`src/rtl/bus_seq_pkg.sv`:
```
// Shared types and constants for the bus access sequencer.
package bus_seq_pkg;

    // Access cycle phases.
    typedef enum logic [1:0] {
        IDLE   = 2'd0,
        SETUP  = 2'd1,
        ACCESS = 2'd2,
        HOLD   = 2'd3
    } state_t;

    // Region selects taken from addr[31:30].
    localparam logic [1:0] REG_CE0 = 2'b10;
    localparam logic [1:0] REG_CE1 = 2'b11;
    // Any region with bit 1 clear selects cs; bit 0 is a don't-care.
    localparam logic [1:0] REG_CS  = 2'b00;

    // Shared setup / wait-state down-counter.
    typedef logic [3:0] cnt_t;

    // True when the region maps to the cs chip enable.
    function automatic logic is_cs_region(input logic [1:0] region);
        return (region[1] == REG_CS[1]);
    endfunction

endpackage

```
`src/rtl/region_decode.sv`:
```
// Maps the captured region to a one-hot chip enable and its wait-state count.
module region_decode
    import bus_seq_pkg::*;
#(
    parameter int WS_CE0 = 2,
    parameter int WS_CE1 = 2,
    parameter int WS_CS  = 0
) (
    input  logic [1:0] addr,
    input  logic       en,
    output logic       ce0,
    output logic       ce1,
    output logic       cs,
    output cnt_t       ws
);

    // Wait-state select is always valid; enables only assert when en is high.
    always_comb begin
        ce0 = 1'b0;
        ce1 = 1'b0;
        cs  = 1'b0;
        ws  = cnt_t'(WS_CS);
        if (addr == REG_CE0) begin
            ce0 = en;
            ws  = cnt_t'(WS_CE0);
        end else if (addr == REG_CE1) begin
            ce1 = en;
            ws  = cnt_t'(WS_CE1);
        end else if (is_cs_region(addr)) begin
            cs  = en;
        end
    end

endmodule

```
`src/rtl/bus_access_sequencer.sv`:
```
// Round-robin shared region decoder with SETUP/ACCESS/HOLD access cycles.
module bus_access_sequencer
    import bus_seq_pkg::*;
#(
    parameter int SETUP_CYC = 1,
    parameter int WS_CE0    = 2,
    parameter int WS_CE1    = 2,
    parameter int WS_CS     = 0
) (
    input  logic         clk,
    input  logic         rst_n,
    input  logic         req0,
    input  logic         req1,
    input  logic [31:30] addr0,
    input  logic [31:30] addr1,
    output logic         gnt0,
    output logic         gnt1,
    output logic         done0,
    output logic         done1,
    output logic         bus_en,
    output logic [31:30] bus_addr,
    output logic         ce0,
    output logic         ce1,
    output logic         cs,
    output logic         busy
);

    state_t       state, state_nx;
    cnt_t         cnt, cnt_nx;
    logic         last, last_nx;
    logic         win;
    logic [31:30] addr_nx;
    logic         gnt0_nx, gnt1_nx, done0_nx, done1_nx, bus_en_nx, busy_nx;
    logic         dec_en, dec_ce0, dec_ce1, dec_cs;
    cnt_t         dec_ws;

    // Decoder looks at the captured address; enable selects cycles that
    // will be ACCESS after the next edge, so the chip enables are registered.
    region_decode #(
        .WS_CE0 (WS_CE0),
        .WS_CE1 (WS_CE1),
        .WS_CS  (WS_CS)
    ) u_decode (
        .addr (bus_addr),
        .en   (dec_en),
        .ce0  (dec_ce0),
        .ce1  (dec_ce1),
        .cs   (dec_cs),
        .ws   (dec_ws)
    );

    // Next-state, arbitration and next output values.
    always_comb begin
        state_nx  = state;
        cnt_nx    = cnt;
        last_nx   = last;
        win       = 1'b0;
        addr_nx   = bus_addr;
        gnt0_nx   = gnt0;
        gnt1_nx   = gnt1;
        bus_en_nx = bus_en;
        done0_nx  = 1'b0;
        done1_nx  = 1'b0;
        dec_en    = 1'b0;
        case (state)
            IDLE: begin
                if (req0 || req1) begin
                    // Under contention the requester not served last wins.
                    win       = (req0 && req1) ? ~last : req1;
                    state_nx  = SETUP;
                    cnt_nx    = cnt_t'(SETUP_CYC - 1);
                    last_nx   = win;
                    addr_nx   = win ? addr1 : addr0;
                    gnt0_nx   = ~win;
                    gnt1_nx   = win;
                    bus_en_nx = 1'b1;
                end
            end
            SETUP: begin
                if (cnt == '0) begin
                    state_nx = ACCESS;
                    cnt_nx   = dec_ws;
                    dec_en   = 1'b1;
                end else begin
                    cnt_nx   = cnt - 1'b1;
                end
            end
            ACCESS: begin
                if (cnt == '0) begin
                    state_nx = HOLD;
                    done0_nx = gnt0;
                    done1_nx = gnt1;
                end else begin
                    cnt_nx   = cnt - 1'b1;
                    dec_en   = 1'b1;
                end
            end
            HOLD: begin
                state_nx  = IDLE;
                gnt0_nx   = 1'b0;
                gnt1_nx   = 1'b0;
                bus_en_nx = 1'b0;
            end
            default: state_nx = IDLE;
        endcase
        busy_nx = (state_nx != IDLE);
    end

    // State and registered outputs; reset clears everything at once.
    always_ff @(posedge clk or negedge rst_n) begin
        if (!rst_n) begin
            state    <= IDLE;
            cnt      <= '0;
            last     <= 1'b1;
            bus_addr <= '0;
            gnt0     <= 1'b0;
            gnt1     <= 1'b0;
            done0    <= 1'b0;
            done1    <= 1'b0;
            bus_en   <= 1'b0;
            ce0      <= 1'b0;
            ce1      <= 1'b0;
            cs       <= 1'b0;
            busy     <= 1'b0;
        end else begin
            state    <= state_nx;
            cnt      <= cnt_nx;
            last     <= last_nx;
            bus_addr <= addr_nx;
            gnt0     <= gnt0_nx;
            gnt1     <= gnt1_nx;
            done0    <= done0_nx;
            done1    <= done1_nx;
            bus_en   <= bus_en_nx;
            ce0      <= dec_ce0;
            ce1      <= dec_ce1;
            cs       <= dec_cs;
            busy     <= busy_nx;
        end
    end

endmodule
```
`config.mk`:
```
export PLATFORM = sky130hd
export DESIGN_NAME = bus_access_sequencer
export DESIGN_NICKNAME = d
export VERILOG_FILES = /design/src/rtl/bus_seq_pkg.sv /design/src/rtl/region_decode.sv /design/src/rtl/bus_access_sequencer.sv
export SDC_FILE = /design/constraint.sdc
export NUM_CORES = 1
export LEC_CHECK = 0
export ABC_AREA = 0
export ABC_CLOCK_PERIOD_IN_PS = 1600
export BUFFER_PORTS_ARGS = -buffer_cell sky130_fd_sc_hd__buf_2
export CORE_AREA = 10 10 60 62
export DETAILED_ROUTE_END_ITERATION = 16
export DIE_AREA = 0 0 70 72
export HOLD_SLACK_MARGIN = 0.15
export MAX_ROUTING_LAYER = met4
export PLACE_DENSITY = 0.68
export SYNTH_ARGS = -nofsm -noshare
export SYNTH_HDL_FRONTEND = slang
export SYNTH_SLANG_ARGS = --single-unit
export TNS_END_PERCENT = 1
```
`constraint.sdc`:
```
create_clock -name clk -period 1.6 [get_ports clk]
set_input_delay 0.24 -clock clk [delete_from_list [all_inputs] [get_ports clk]]
set_output_delay 0.24 -clock clk [all_outputs]
set_load 0.005 [all_outputs]
```
Yosys cells after proc, flatten, opt, wreduce, memory -nomap -nowiden
Cells that the tools add are included.

$add $sub $neg: 1. $mul: 0. Mux-type cells: 31. Bitwise logic cells: 2. Divide/modulo/power cells: 0. Shifts and indexed selects: 0. Magnitude comparators: 0. Equality and inequality tests: 7. Reduce and logical (&&, ||, !) cells: 10.

Operators with widths (count): 1-bit two-way mux (16); 4-bit two-way mux (4); 4-bit case mux with 3 select lines (1); 2-bit two-way mux (5); 2-bit == test, second input constant (4); 1-bit case mux with 2 select lines (4); 2-bit case mux with 4 select lines (1); 4-bit zero test (1); 2-bit inequality test, second input constant (2); 2-bit AND reduction (2); 2-bit nonzero test (2); 4-bit by 1-bit subtractor with 4-bit output, second input constant (1); 3-bit AND reduction (1); 3-bit nonzero test (1); 2-bit by 1-bit == test with 1-bit output, second input constant (1); 2-bit zero test (1); 1-bit NOT (2); 1-bit logical AND (1); 1-bit logical OR (1).

Register bits after elaboration: 18. Input port bits: 8. Bits in latches: 0. ROM bits: 0. Output and inout port bits: 11. Memories: 0. RAM bits: 0.

Longest topological paths before layout
Depth after elaboration: 6. Gate-level depth with buffers: 7.

By module
From an unflattened synthesis, not the netlist that was laid out.

Cell total of the unflattened synthesis: 108. Area total of the unflattened synthesis: 1046.0 um2.

By module, submodules not included: bus_access_sequencer (cells an instance 100, times used 1, area each 994.7 um2); region_decode (cells an instance 8, times used 1, area each 51.3 um2).

Worst setup path before layout
Ideal clock, no wire load.

Path kind: flip-flop to flip-flop. Start point: reg state[0]. End point: reg cnt[2]. Arrival: 1547 ps. Period minus slack after synthesis: 1648 ps. Library setup time: 101 ps. Stages on the path, launching flop included: 7. Data required time: 1499 ps. Setup slack: -48 ps. Cell sequence: dfrtp_1 inv_1 ha_1 clkbuf_1 a21o_1 or3_4 o311ai_2.

Word-level cells in the longest chain between the ends: 3. Elaborated cells between the ends (all ways): 8.

Ends and longest elaborated chain: start: declaration (line bus_access_sequencer.sv:28) `state_t state, state_nx;`; start signal: assignment (line bus_access_sequencer.sv:126) `state <= state_nx;`; 2-bit == test, or another cell as far along (line bus_access_sequencer.sv:65) `case (state)`; 2-bit inequality test (no source line) or 3-bit nonzero test (tied branches); 3-bit AND reduction (no source line); end signal: assignment (line bus_access_sequencer.sv:127) `cnt <= cnt_nx;`; end: declaration (line bus_access_sequencer.sv:29) `cnt_t cnt, cnt_nx;`.

Parallel ways exist; a longest one is shown, timed or not. A chain may end at the register's enable or synchronous reset.

Final worst setup path
Start point: reg cnt[1]. End point: reg busy.

Word-level cells in the longest chain between the ends: 4. Elaborated cells between the ends (all ways): 5.

Ends and longest elaborated chain: 4-bit zero test (*) (line bus_access_sequencer.sv:80, bus_access_sequencer.sv:89); 2-bit two-way mux (on tied branches) (line bus_access_sequencer.sv:89, bus_access_sequencer.sv:80); 2-bit case mux with 4 select lines (*) (line bus_access_sequencer.sv:65); net state_nx[0] (line bus_access_sequencer.sv:28); 2-bit nonzero test (*) (line bus_access_sequencer.sv:106) `busy_nx = (state_nx != IDLE);`; net busy_nx (line bus_access_sequencer.sv:33) `logic gnt0_nx, gnt1_nx, done0_nx, done1_nx, bus_en_nx, busy_nx;`; end signal: assignment (line bus_access_sequencer.sv:138) `busy <= busy_nx;`; end: declaration (line bus_access_sequencer.sv:25) `output logic busy`.

The timed path passes the listed nets; every way through them passes the cells marked *.

==> flow_summary.html <==
<table>
<tr><th>Metric</th><th>Value</th></tr>
<tr><th colspan="2">Yosys</th></tr>
<tr><td>Cell types with the largest area share after synthesis</td><td>sky130_fd_sc_hd__dfrtp_1, sky130_fd_sc_hd__ha_1, sky130_fd_sc_hd__mux2i_1, sky130_fd_sc_hd__nand2_1, sky130_fd_sc_hd__o21ai_0</td></tr>
<tr><td>Leading cell type by number of instances after synthesis</td><td>sky130_fd_sc_hd__dfrtp_1</td></tr>
<tr><td>Ys async rst share</td><td>100.0%</td></tr>
<tr><td>Mapped Cells</td><td>90</td></tr>
<tr><td>Most used standard cells in the synthesized netlist</td><td>sky130_fd_sc_hd__dfrtp_1, sky130_fd_sc_hd__nand2_1, sky130_fd_sc_hd__ha_1, sky130_fd_sc_hd__o21ai_0, sky130_fd_sc_hd__inv_1</td></tr>
<tr><td>Number of enable flip-flop cells after synthesis</td><td>0</td></tr>
<tr><td>Syn Nets</td><td>between 100 and 150</td></tr>
<tr><td>Count of different cell masters after synthesis</td><td>32</td></tr>
<tr><td>Library cell occupying the most area in the post-synthesis netlist</td><td>sky130_fd_sc_hd__dfrtp_1</td></tr>
<tr><td>Area fraction of the dominant cell type after synthesis</td><td>roughly 44%</td></tr>
<tr><td>Syn Std Cell Area</td><td>about 960 um2</td></tr>
<tr><td>Number of synthesized register bits</td><td>18</td></tr>
<tr><td>Proportion of synthesized chip area in sequential cells</td><td>between 40% and 50%</td></tr>
<tr><td>Yosys warning count</td><td>0</td></tr>
<tr><td>Average footprint of a synthesized cell</td><td>approximately 11 um2</td></tr>
<tr><td>Dominant register cell in the synthesized netlist</td><td>sky130_fd_sc_hd__dfrtp_1</td></tr>
<tr><th colspan="2">Job</th></tr>
<tr><td>Number of maximum-capacitance violations</td><td>0</td></tr>
<tr><th colspan="2">Worst setup path</th></tr>
<tr><td>Delay contributed by the slowest stage of the critical path</td><td>between 0.3 and 0.4 ns</td></tr>
<tr><td>Slowest stage cell on the critical path</td><td>sky130_fd_sc_hd__dfrtp_1</td></tr>
<tr><td>Critical setup path kind</td><td>reg2reg</td></tr>
<tr><td>Largest fanout on the critical path</td><td>8</td></tr>
<tr><td>Worst reg2reg path endpoint</td><td>busy$_DFF_PN0_</td></tr>
<tr><td>Worst EP arrival</td><td>1.79 ns</td></tr>
<tr><td>Crit path launch</td><td>cnt[1]$_DFFE_PN0P_</td></tr>
<tr><td>Critical path required time</td><td>around 1.8 ns</td></tr>
<tr><td>Flop2flop setup slack</td><td>~0.0056 ns</td></tr>
<tr><td>R2R cell count</td><td>7</td></tr>
<tr><td>Capturing element type of the critical path</td><td>register</td></tr>
<tr><td>Reg-to-Reg Start</td><td>cnt[1]$_DFFE_PN0P_</td></tr>
<tr><td>Capturing element of the worst setup path</td><td>busy$_DFF_PN0_</td></tr>
<tr><td>Launching element type of the critical path</td><td>register</td></tr>
<tr><td>Critical path, cell by cell</td><td>inv_2, ha_4, nor3b_4, buf_6, mux2_2, o32a_1, or2_1</td></tr>
<tr><th colspan="2">Clocking</th></tr>
<tr><td>Sinks on Clock Net</td><td>18</td></tr>
<tr><td>Clock root buffer master</td><td>sky130_fd_sc_hd__clkbuf_4</td></tr>
<tr><td>Clock tree from TritonCTS</td><td>done</td></tr>
<tr><td>Longest Clk Path Bufs</td><td>2</td></tr>
<tr><td>CTS H-Tree Depth</td><td>1</td></tr>
<tr><td>Clock latency on the worst-skew pair</td><td>~0.30 ns</td></tr>
<tr><td>Number of buffers added by the clock tree synthesis step</td><td>3</td></tr>
<tr><td>Clock Pin Slew Worst Setup and Hold Paths</td><td>around 0.11 ns</td></tr>
<tr><th colspan="2">Timing</th></tr>
<tr><td>Maximum frequency from static timing analysis</td><td>approximately 630 MHz</td></tr>
<tr><td>Fin crit period</td><td>about 1.6 ns</td></tr>
<tr><td>Worst max-slew margin expressed relative to the limit</td><td>73.28%</td></tr>
<tr><td>Worst Max-Slew Pin Slew</td><td>0.4008 ns</td></tr>
<tr><td>Final number of max-transition violations</td><td>0</td></tr>
<tr><td>Final number of hold-violating endpoints</td><td>0</td></tr>
<tr><td>Setup clock skew after layout</td><td>around 0.0028 ns</td></tr>
<tr><td>Post-route clock period utilization</td><td>99.65%</td></tr>
<tr><td>Setup repair after global routing missed its margin</td><td>yes</td></tr>
<tr><td>Setup violation total in the final timing report</td><td>0</td></tr>
<tr><th colspan="2">GRT</th></tr>
<tr><td>Leftover overflow at the end of global routing</td><td>0</td></tr>
<tr><td>Largest net degree at the start of global routing</td><td>19</td></tr>
<tr><td>Via count of the first global-routing pass</td><td>between 800 and 900</td></tr>
<tr><td>Global-route wire length before repair</td><td>3.774 mm</td></tr>
<tr><td>Number of antenna violations at the first check in global routing</td><td>0</td></tr>
<tr><td>Total Routing Usage GR</td><td>a little under a tenth</td></tr>
<tr><th colspan="2">Cells and area</th></tr>
<tr><td>Fill cells</td><td>about 230</td></tr>
<tr><td>Nets</td><td>141</td></tr>
<tr><td>Non-filler cells, final</td><td>155</td></tr>
<tr><td>Area growth, synth to finish</td><td>34.90%</td></tr>
<tr><td>Fin util</td><td>53.09%</td></tr>
<tr><td>Multi-input gate area in the final layout</td><td>~530 um2</td></tr>
<tr><td>Ant diodes</td><td>0</td></tr>
<tr><td>Combined flip-flop and latch cell area</td><td>454.2 um2</td></tr>
<tr><td>Share of final-layout standard cells stronger than drive strength 1</td><td>about 43%</td></tr>
<tr><th colspan="2">Drt</th></tr>
<tr><td>Detailed router's first-iteration violation count</td><td>9</td></tr>
<tr><td>Via count</td><td>around 790</td></tr>
<tr><td>Routed WL</td><td>between 2 and 2.5 mm</td></tr>
<tr><td>Avg WL per Cell</td><td>between 10 and 15 um</td></tr>
<tr><td>First-pass iteration count of the detailed router</td><td>4</td></tr>
<tr><td>Count of unresolved DRC violations after routing</td><td>0</td></tr>
<tr><td>Via-to-Cell Ratio</td><td>5.103</td></tr>
<tr><td>Number of antenna-violating nets in the routed design</td><td>0</td></tr>
<tr><th colspan="2">Placement</th></tr>
<tr><td>Detailed-placement wirelength estimate</td><td>between 1.5 and 2 mm</td></tr>
<tr><td>Gp weighted congestion</td><td>approximately 0.89</td></tr>
<tr><td>Number of cells in the design after placement</td><td>146</td></tr>
<tr><td>Port Buffer Count</td><td>18</td></tr>
<tr><th colspan="2">Die</th></tr>
<tr><td>Count of pins on the block boundary</td><td>19</td></tr>
<tr><td>Starting density of the core</td><td>between 30% and 40%</td></tr>
<tr><td>Height of the die</td><td>72 um</td></tr>
<tr><td>Rows</td><td>18</td></tr>
<tr><td>Core ar.</td><td>around 2400 um2</td></tr>
<tr><td>Horizontal die dimension</td><td>70 um</td></tr>
<tr><td>Die Outline Area</td><td>just over 5000 um2</td></tr>
<tr><th colspan="2">Power and ir drop</th></tr>
<tr><td>Highest ir drop seen on vdd</td><td>roughly 1.1 mV</td></tr>
<tr><td>Cell area power density</td><td>2128 nW/um2</td></tr>
<tr><td>Lkg Pwr</td><td>between 0.6 and 0.7 nW</td></tr>
<tr><th colspan="2">Run status</th></tr>
<tr><td>Status</td><td>complete, no violations</td></tr>
<tr><th colspan="2">Hold path</th></tr>
<tr><td>Worst min-delay path class</td><td>in2reg</td></tr>
</table>
-- worst min-delay path by stage --
stage | start | endpoint | slack, ns | cells past startpoint
4_1_cts | req0 | last$_DFFE_PN1P_ | 0.15 | 2
2_1_floorplan | rst_n | bus_addr[30]$_DFFE_PN0P_ | -0.06 | 0
6_report | req0 | last$_DFFE_PN1P_ | 0.17 | 2
5_1_grt | req0 | last$_DFFE_PN1P_ | 0.18 | 2
3_3_place_gp | rst_n | cnt[0]$_DFFE_PN0P_ | 0.19 | 1
3_5_place_dp | rst_n | bus_addr[31]$_DFFE_PN0P_ | 0.19 | 1
-- final cells by class --
type,count,area share [%]
multi-input combinational,63,40.99
sequential,18,35.17
timing repair buffer,34,16.76
tap,30,2.907
inverter,6,2.132
clock buffer,4,2.035
-- critical path, delay by kind of cell (launching register included) --
family,cells,cell delay (ns)
buffers and inverters,2,0.20
flip-flops,1,0.38
adder cells (fa/ha/maj),1,0.15
AO/OA/AOI/OAI,1,0.16
AND/OR/NAND/NOR,2,0.35
multiplexers,1,0.25
-- timing repair --
action / CTS / global route
gates resized for setup: 6 / 12
endpoints found under the setup margin: 4 / 6
hold buffers: 1 / 0
endpoints found under the hold margin: 17 / 0
buffers inserted: 2 / 2
-- per-stage QoR --
stage,setup TNS (ns),cell area (um2),power (mW),hold WS (ns),setup WS [ns]
CTS,-0.02637,1215,2.583,0.1519,-0.01727
finish,0,1291,2.747,0.1669,0.005565
floorplan,-0.004630,962.2,1.707,-0.05559,-0.004630
global route,-0.1142,1291,3.014,0.1809,-0.05729
detailed placement,-0.1156,1149,2.228,0.1942,-0.06927
global placement,-0.006130,1149,2.183,0.1879,-0.006130
-- cell usage in the layout, fill, tap and decap left out, types with 3 or more instances in the layout --
cell,netlist,layout
sky130_fd_sc_hd__nor3_1,4,4
sky130_fd_sc_hd__nand2_1,10,10
sky130_fd_sc_hd__ha_4,0,4
sky130_fd_sc_hd__buf_2,0,18
sky130_fd_sc_hd__buf_4,0,14
sky130_fd_sc_hd__mux2i_1,5,5
sky130_fd_sc_hd__a22o_1,3,3
sky130_fd_sc_hd__o21ai_0,7,6
sky130_fd_sc_hd__clkbuf_4,0,3
sky130_fd_sc_hd__dfrtp_1,17,15
-- power by group --
| group | switching [mW] | internal, mW | leakage, nW |
|---|---|---|---|
| clock | 0.146 | 0.0971 | 0.0150 |
| sequential | 0.184 | 0.654 | 0.228 |
| combinational | 0.769 | 0.896 | 0.387 |
-- metal layers --
layer / track usage (%) / routed length [um] / up-vias / part of all wire [%]
li1: - / - / 392 / -
met1: 10.21 / 958 / 382 / 42
met2: 15.01 / 1160 / 13 / 51
met3: 3.673 / 108 / 4 / 4.8
met4: 5.263 / 31 / 0 / 1.4
met5: - / 0 / - / 0
-- registers in the layout, indices dropped and copies added (netlist names) --
register	count
last	1
cnt	4
bus_en	1
ce0	1
bus_addr	2
ce1	1
cs	1
gnt1	1
gnt0	1
state	2
done0	1
done1	1
busy	1
-- logic make-up (layout without fill, tap and decap cells) --
kind of cell               Yosys count  after routing  share of synthesized area (%)
AOI/OAI and AO/OA                   21             21                          15.95
buffers and inverters                9             44                          4.314
adders and majority gates            7              7                          9.150
DFF                                 18             18                          47.19
muxes                                6              6                          6.405
and+or+nand+nor                     29             29                          16.99
Power figures use the tool's default switching activity.
